**config.mk**
```make
export PLATFORM = sky130hd
export DESIGN_NAME = detect_58_sched
export DESIGN_NICKNAME = d
export VERILOG_FILES = /design/src/rtl/detect_58_pkg.sv /design/src/rtl/detect_58_next.sv /design/src/rtl/detect_58_sched_rr_arb_n.sv /design/src/rtl/detect_58_sched.sv
export SDC_FILE = /design/constraint.sdc
export NUM_CORES = 1
export LEC_CHECK = 0
export CORE_MARGIN = 1.5
export CORE_UTILIZATION = 46
export DETAILED_ROUTE_END_ITERATION = 12
export GPL_TIMING_DRIVEN = 0
export PLACE_DENSITY = 0.71
export SLEW_MARGIN = 0
export SYNTH_ARGS = -nofsm -noshare
export SYNTH_HDL_FRONTEND = slang
export SYNTH_HIERARCHICAL = 1
export SYNTH_SLANG_ARGS = --single-unit
```
**constraint.sdc**
```tcl
create_clock -name clk -period 22.1 [get_ports clk]
set_clock_uncertainty 0.15 [all_clocks]
set_input_delay 6.63 -clock clk [delete_from_list [all_inputs] [get_ports clk]]
set_output_delay 6.63 -clock clk [all_outputs]
set_load 0.02 [all_outputs]
```
**src/rtl/detect_58_pkg.sv**
```systemverilog
// Shared constants for the "58" serial pattern detector and its channel scheduler.
// DET_SEQ is sent first bit first, i.e. MSB first.
package detect_58_pkg;

    localparam int unsigned DET_SW = 4;
    localparam logic [DET_SW-1:0] DET_IDLE = 4'd0;
    localparam logic [DET_SW-1:0] DET_ACCEPT = 4'd8;
    localparam int unsigned DET_SEQ_LEN = 8;
    localparam logic [DET_SEQ_LEN-1:0] DET_SEQ = 8'b0101_1000;

    // Bit k of the detected sequence, k = 0 being the first bit on the wire.
    function automatic logic det_seq_bit(input int unsigned k);
        return DET_SEQ[3'(DET_SEQ_LEN - 1 - k)];
    endfunction

endpackage

```
**src/rtl/detect_58_next.sv**
```systemverilog
// Next-state lookup for the overlapping "58" (0101_1000) detector.
// State n means the last n bits matched the first n bits of DET_SEQ.
module detect_58_next
    import detect_58_pkg::*;
(
    input  logic              in_bit,
    input  logic [DET_SW-1:0] st,
    output logic [DET_SW-1:0] ns
);

    always_comb begin
        ns = DET_IDLE;
        if (st < DET_ACCEPT && in_bit == det_seq_bit(32'(st))) begin
            ns = st + 4'd1;
        end else begin
            // Mismatch: fall back to the longest sequence prefix that is still a suffix.
            case (st)
                4'd1:    ns = 4'd1;
                4'd3:    ns = 4'd1;
                4'd4:    ns = 4'd3;
                4'd6:    ns = 4'd2;
                4'd7:    ns = 4'd2;
                4'd8:    ns = in_bit ? 4'd2 : 4'd1;
                default: ns = DET_IDLE;
            endcase
        end
    end

endmodule

```
**src/rtl/detect_58_sched_rr_arb_n.sv**
```systemverilog
// Round-robin arbiter: the first requester at or after ptr (mod NCH) is granted.
module rr_arb_n #(
    parameter int unsigned NCH = 4,
    parameter int unsigned CHW = 2
) (
    input  logic [NCH-1:0] req,
    input  logic [CHW-1:0] ptr,
    output logic [NCH-1:0] gnt,
    output logic [CHW-1:0] gnt_idx
);

    logic           found;
    logic [CHW-1:0] idx;

    always_comb begin
        gnt     = '0;
        gnt_idx = '0;
        found   = 1'b0;
        idx     = '0;
        for (int k = 0; k < int'(NCH); k++) begin
            idx = CHW'((32'(ptr) + 32'(k)) % NCH);
            if (!found && req[idx]) begin
                gnt[idx] = 1'b1;
                gnt_idx  = idx;
                found    = 1'b1;
            end
        end
    end

endmodule

```
**src/rtl/detect_58_sched.sv**
```systemverilog
// Shares one detect_58_next lookup across NCH serial channels, one granted bit per cycle.
// Keeps per-channel detector state and a saturating hit counter.
module detect_58_sched
    import detect_58_pkg::*;
#(
    parameter int unsigned NCH = 4,
    parameter int unsigned CHW = 2,
    parameter int unsigned CW  = 8
) (
    input  logic           clk,
    input  logic           rst,
    input  logic           en,
    input  logic [NCH-1:0] in_valid,
    input  logic [NCH-1:0] in_bit,
    output logic [NCH-1:0] in_ready,
    input  logic [NCH-1:0] clr,
    output logic           det_valid,
    output logic [CHW-1:0] det_ch,
    input  logic [CHW-1:0] rd_ch,
    output logic [CW-1:0]  rd_cnt
);

    localparam logic [CW-1:0] CntMax = '1;

    logic [DET_SW-1:0] st_q      [NCH];
    logic [DET_SW-1:0] st_d      [NCH];
    logic [CW-1:0]     hit_cnt_q [NCH];
    logic [CW-1:0]     hit_cnt_d [NCH];
    logic [CHW-1:0]    ptr_q, ptr_d;
    logic              det_valid_q, det_valid_d;
    logic [CHW-1:0]    det_ch_q, det_ch_d;

    logic [NCH-1:0]    req, gnt;
    logic [CHW-1:0]    gnt_idx;
    logic [DET_SW-1:0] ns;

    // Holding req low in reset keeps in_ready low while rst is asserted.
    assign req = {NCH{en & ~rst}} & in_valid & ~clr;

    rr_arb_n #(
        .NCH (NCH),
        .CHW (CHW)
    ) u_arb (
        .req     (req),
        .ptr     (ptr_q),
        .gnt     (gnt),
        .gnt_idx (gnt_idx)
    );

    detect_58_next u_next (
        .in_bit (in_bit[gnt_idx]),
        .st     (st_q[gnt_idx]),
        .ns     (ns)
    );

    assign in_ready  = gnt;
    assign det_valid = det_valid_q;
    assign det_ch    = det_ch_q;
    assign rd_cnt    = (32'(rd_ch) < NCH) ? hit_cnt_q[rd_ch] : '0;

    always_comb begin
        st_d        = st_q;
        hit_cnt_d   = hit_cnt_q;
        ptr_d       = ptr_q;
        det_valid_d = 1'b0;
        det_ch_d    = det_ch_q;
        if (|gnt) begin
            st_d[gnt_idx] = ns;
            ptr_d         = CHW'((32'(gnt_idx) + 32'd1) % NCH);
            if (ns == DET_ACCEPT) begin
                det_valid_d = 1'b1;
                det_ch_d    = gnt_idx;
                if (hit_cnt_q[gnt_idx] != CntMax) begin
                    hit_cnt_d[gnt_idx] = hit_cnt_q[gnt_idx] + 1'b1;
                end
            end
        end
        for (int i = 0; i < int'(NCH); i++) begin
            if (clr[i]) begin
                st_d[i]      = DET_IDLE;
                hit_cnt_d[i] = '0;
            end
        end
    end

    always_ff @(posedge clk or posedge rst) begin
        if (rst) begin
            for (int i = 0; i < int'(NCH); i++) begin
                st_q[i]      <= DET_IDLE;
                hit_cnt_q[i] <= '0;
            end
            ptr_q       <= '0;
            det_valid_q <= 1'b0;
            det_ch_q    <= '0;
        end else begin
            st_q        <= st_d;
            hit_cnt_q   <= hit_cnt_d;
            ptr_q       <= ptr_d;
            det_valid_q <= det_valid_d;
            det_ch_q    <= det_ch_d;
        end
    end

endmodule

```
==> metrics.txt, run 1 <==
# TYPE chip_impl_metric gauge
chip_impl_info{name="run_status",value="complete, no violations"} 1
chip_impl_metric{name="whs_path_depth",unit=""} 2
chip_impl_metric{name="finalHoldViolations",unit=""} 0
chip_impl_metric{name="post_synth_instance_area",unit="sq mm"} 0.00363
chip_impl_metric{name="place.detailed.hpwl",unit="um"} 6220
chip_impl_metric{name="globalRoute.totalOverflow",unit=""} 0
chip_impl_metric{name="path_clk_slew",unit="ns"} 0.09
chip_impl_metric{name="synth_fp_nets",unit=""} 356
chip_impl_metric{name="grt_first_pass_wirelength",unit="um"} 14400
chip_impl_info{name="combinational_family_with_the_most_area_after_synthesis",value="multiplexers"} 1
chip_impl_metric{name="irDropWorstVdd",unit="mV"} 0.0390
chip_impl_metric{name="layout.nets",unit=""} 393
chip_impl_metric{name="numCtsBuffers",unit=""} 5
chip_impl_info{name="yosysMostFrequentCell",value="dfrtp_1"} 1
chip_impl_metric{name="route.final.wire_length",unit="um"} 8760
chip_impl_metric{name="clock_sinks",unit=""} 53
chip_impl_metric{name="detailedRoute.firstIterationViolations",unit=""} 193
chip_impl_metric{name="fp.coreArea",unit="sq mm"} 0.00769
chip_impl_metric{name="cts_setup_buffers",unit=""} 0
chip_impl_info{name="synth_largest_area_cell",value="dfrtp_1"} 1
chip_impl_metric{name="synth-seq-cells",unit=""} 53
chip_impl_metric{name="viasPerCell",unit=""} 5.94
chip_impl_metric{name="tns",unit="ns"} 0
chip_impl_info{name="cts_tree",value="yes"} 1
chip_impl_metric{name="post-place-ws",unit="ns"} 5.16
chip_impl_metric{name="fp-row-count",unit=""} 32
chip_impl_metric{name="timing.reg2reg.worst_path_depth",unit=""} 20
chip_impl_info{name="timing.critical_path.mode_cell",value="clkdlybuf4s50_1"} 1
chip_impl_info{name="worstPathCellList",value="clkdlybuf4s50_1, inv_2, buf_12, nand2_1, nor3b_1, mux4_1, nand2b_4, nor3_4, a22oi_1, o21ai_1, clkdlybuf4s50_1"} 1
chip_impl_metric{name="max_stage_delay",unit="ns"} 0.63
chip_impl_metric{name="yosys.area_share.adder",unit=""} 0.0483
chip_impl_metric{name="final.min_clock_period",unit="ns"} 16.94
chip_impl_metric{name="synth-warning-count",unit=""} 6
chip_impl_metric{name="numPortBuffers",unit=""} 29
chip_impl_info{name="synth.top_cells.by_area",value="dfrtp_1, mux4_2, mux4_1, ha_1, mux2i_1"} 1
chip_impl_metric{name="via_count_of_the_first_global_routing_pass",unit=""} 2883
chip_impl_info{name="most_common_library_cells_after_synthesis",value="dfrtp_1, nor2_1, nand2_1"} 1
chip_impl_info{name="critical_path.slowest_cell",value="clkdlybuf4s50_1"} 1
chip_impl_metric{name="drt.antenna.violating_nets",unit=""} 0
chip_impl_metric{name="synthArstFlopShare",unit=""} 1.00
chip_impl_metric{name="worstPathRequired",unit="ns"} 15.32
chip_impl_metric{name="vias",unit=""} 2762
chip_impl_metric{name="share_of_the_yosys_chip_area_belonging_to_registers",unit=""} 0.365
chip_impl_metric{name="simple_gate_portion_of_the_synthesized_area",unit=""} 0.150
chip_impl_metric{name="fmaxAchievable",unit="MHz"} 59.0
chip_impl_metric{name="post_cts_hold_buffer_count",unit=""} 0
chip_impl_metric{name="worst_slew_pin_slew",unit="ns"} 0.853
chip_impl_metric{name="power_density",unit="mW/mm^2"} 61.0
chip_impl_metric{name="grt_antenna_before_repair",unit=""} 0
chip_impl_metric{name="initial_core_util",unit=""} 0.472
chip_impl_info{name="worst_hold_path.endpoint",value="det_ch[0]"} 1
chip_impl_metric{name="syn_area_per_cell",unit="sq um"} 11.2
chip_impl_metric{name="timing.final.ws_setup",unit="ns"} 5.16
chip_impl_metric{name="routabilityCongestion",unit=""} 0.847
chip_impl_info{name="min_path_type",value="flop to flop"} 1
chip_impl_metric{name="synth.distinct_cells",unit=""} 50
chip_impl_metric{name="ratio_of_final_minimum_period_to_clock_period",unit=""} 0.766
chip_impl_metric{name="drive_gt1_frac",unit=""} 0.143
chip_impl_info{name="cts_root_buffer",value="clkbuf_8"} 1
chip_impl_info{name="hold_path_startpoint",value="det_ch[0]"} 1
chip_impl_metric{name="maxCapViolCount",unit=""} 0
chip_impl_metric{name="syn2layout_area_growth",unit="%"} 14.3
chip_impl_metric{name="n_fill_cell",unit=""} 708
chip_impl_info{name="ys_dominant_reg_cell",value="dfrtp_1"} 1
chip_impl_info{name="worstReg2RegEnd",value="hit_cnt_q[13]"} 1
chip_impl_metric{name="wire_per_inst",unit="um"} 18.8
chip_impl_metric{name="synth_mux_area_frac",unit=""} 0.222
chip_impl_metric{name="resized_cells_post_cts",unit=""} 0
chip_impl_metric{name="synth_edf_count",unit=""} 0
chip_impl_metric{name="drv_slew",unit=""} 0
chip_impl_metric{name="grt_util_all_layers",unit=""} 0.219
chip_impl_metric{name="antennaDiodeCount",unit=""} 0
chip_impl_metric{name="pin_count_of_the_biggest_net_entering_global_routing",unit=""} 32
chip_impl_info{name="critical_path.endpoint_type",value="output pin"} 1
chip_impl_metric{name="cts_buffer_depth",unit=""} 2
chip_impl_metric{name="detail_route.drc_violations",unit=""} 0
chip_impl_info{name="critical_path_class",value="primary input to output pin"} 1
chip_impl_metric{name="synth_compound_gate_area_share",unit=""} 0.134
chip_impl_info{name="rsz0062_at_grt",value="false"} 1
chip_impl_metric{name="floorplan.io_pins",unit=""} 32
chip_impl_metric{name="synthDominantCellAreaShare",unit=""} 0.365
chip_impl_metric{name="slew-limit-headroom",unit=""} 0.431
chip_impl_metric{name="p_leak",unit="uW"} 0.00161
chip_impl_metric{name="synthesized_instance_count",unit=""} 325
chip_impl_metric{name="final_setup_violations",unit=""} 0
chip_impl_metric{name="setup.reg_to_reg.worst_slack",unit="ns"} 15.23
chip_impl_metric{name="fp.dieH",unit="um"} 91.8
chip_impl_info{name="cpLargestDelayFamily",value="buffers and inverters"} 1
chip_impl_metric{name="fp.dieArea",unit="sq mm"} 0.00843
chip_impl_metric{name="htree_num_levels",unit=""} 2
chip_impl_info{name="worst_setup_sp_type",value="primary input"} 1
chip_impl_metric{name="timing.critical_path.fanout_max",unit=""} 31
chip_impl_metric{name="clkLatencyLatePin",unit="ns"} 0.30
chip_impl_metric{name="drt_pre_antenna_iters",unit=""} 4
chip_impl_info{name="r2r_start",value="ptr_q[0]"} 1
chip_impl_metric{name="worst-path-buf-inv",unit=""} 4
chip_impl_metric{name="worst-endpoint-arrival",unit="ns"} 10.16
chip_impl_metric{name="synth-xor-area-share",unit=""} 0.0169
chip_impl_metric{name="die_w",unit="um"} 91.8
==> routing by layer <==
metal  up-vias  GRT usage  share of wire
li1       1291          -              -
met1      1379      0.282           0.43
met2        75      0.378           0.51
met3        17     0.0315          0.044
met4         0     0.0744          0.016
met5         -          0              0
==> worst max-delay path by stage <==
stage               start     endpoint  slack, ns  depth (start not counted)
floorplan             rst  in_ready[2]       5.80                          8
global placement      rst  in_ready[3]       4.17                         10
detailed placement    rst  in_ready[2]       5.16                         11
CTS                   rst  in_ready[2]       5.15                         11
global route          rst  in_ready[2]       4.82                         11
finish                rst  in_ready[1]       5.16                         11
==> final cells by class <==
cell class                 instances  area (sq um)  share of cell area
tap                              102           128              0.0308
sequential                        53          1330               0.320
clock buffer                       8          80.1              0.0193
multi-input combinational        242          2070               0.499
buffer                            19           191              0.0462
timing repair buffer              30           310              0.0748
inverter                          11          41.3             0.00995
==> cell families after synthesis <==
| logic type | Yosys count |
|---|---|
| and+or+nand+nor | 111 |
| DFF | 53 |
| xor gates and xnor gates | 7 |
| adders and majority gates | 14 |
| muxes | 44 |
| AOI/OAI and AO/OA | 66 |
| buffers and inverters | 30 |
==> cell usage in the layout (no fill, tap or decap), types with 2 or more instances in the layout <==
cell type,n
dfrtp_1,53
nor2_1,39
clkdlybuf4s50_1,29
nand2_1,28
nand3_1,24
a211oi_1,17
a21oi_1,17
mux2i_1,16
mux4_2,14
ha_1,14
mux4_1,11
clkbuf_8,10
inv_1,9
a22oi_1,8
buf_6,7
xnor2_1,6
clkbuf_1,6
o21ai_1,6
a21oi_4,4
nor3b_1,4
a211oi_2,3
o21ai_0,3
buf_12,2
nor4b_1,2
buf_1,2
nor3_1,2
inv_2,2
a32oi_1,2
==> metrics by stage <==
step	instances	util	instance area (sq um)	total power [uW]	hold WS, ns
3_3_place_gp	456	0.527	4050	198	0.336
3_5_place_dp	457	0.529	4070	201	0.339
6_report	465	0.540	4150	253	0.351
4_1_cts	465	0.540	4150	254	0.359
5_1_grt	465	0.540	4150	267	0.368
2_1_floorplan	325	-	3630	176	0.343
==> flip-flops by register name, summed over array words and instances, names as in the netlist <==
signal,count
det_ch,2
det_valid,1
hit_cnt_q,32
ptr_q,2
st_q,16
==> worst min-delay path, delay by kind of cell, from the launching register on <==
| family | cells | cell delay [ns] |
|---|---|---|
| DFF | 1 | 0.36 |
| AOI/OAI and AO/OA | 1 | 0.06 |
| and+or+nand+nor | 1 | 0.05 |
==> where the power goes <==
group	leakage, uW	internal (uW)	switching [uW]	total [uW]
combinational	0.000835	40.1	56.3	96.4
clock	0.0000395	22.6	31.2	53.9
sequential	0.000735	99.1	3.75	103
total	0.00161	162	91.3	253
No activity file was read; power rests on OpenSTA's default activity.
==> run 2: changes to the inputs <==
==> constraint.sdc (replaced) <==
create_clock -name clk -period 17.15 [get_ports clk]
set_clock_uncertainty 0.15 [all_clocks]
set_input_delay 5.145 -clock clk [delete_from_list [all_inputs] [get_ports clk]]
set_output_delay 5.145 -clock clk [all_outputs]
set_load 0.02 [all_outputs]
==> results of run 2 <==
Same layout as run 1 (identical final DEF). Status: complete, no violations.
Main changes from that run: setup slack after placement 5.16 ns -> 3.18 ns; setup slack after layout 5.16 ns -> 3.18 ns; register-to-register setup slack 15.23 ns -> 10.28 ns; total power 253 uW -> 326 uW; worst IR drop on VDD 0.0390 mV -> 0.0503 mV
==> run 3: changes to the inputs <==
==> constraint.sdc (replaced) <==
create_clock -name clk -period 13.45 [get_ports clk]
set_clock_uncertainty 0.15 [all_clocks]
set_input_delay 4.035 -clock clk [delete_from_list [all_inputs] [get_ports clk]]
set_output_delay 4.035 -clock clk [all_outputs]
set_load 0.02 [all_outputs]
==> results of run 3 <==
Same layout as run 1 (identical final DEF). Status: complete, no violations.
Main changes from that run: setup slack after placement 5.16 ns -> 1.70 ns; setup slack after layout 5.16 ns -> 1.70 ns; register-to-register setup slack 15.23 ns -> 6.58 ns; total power 253 uW -> 416 uW; worst IR drop on VDD 0.0390 mV -> 0.0641 mV
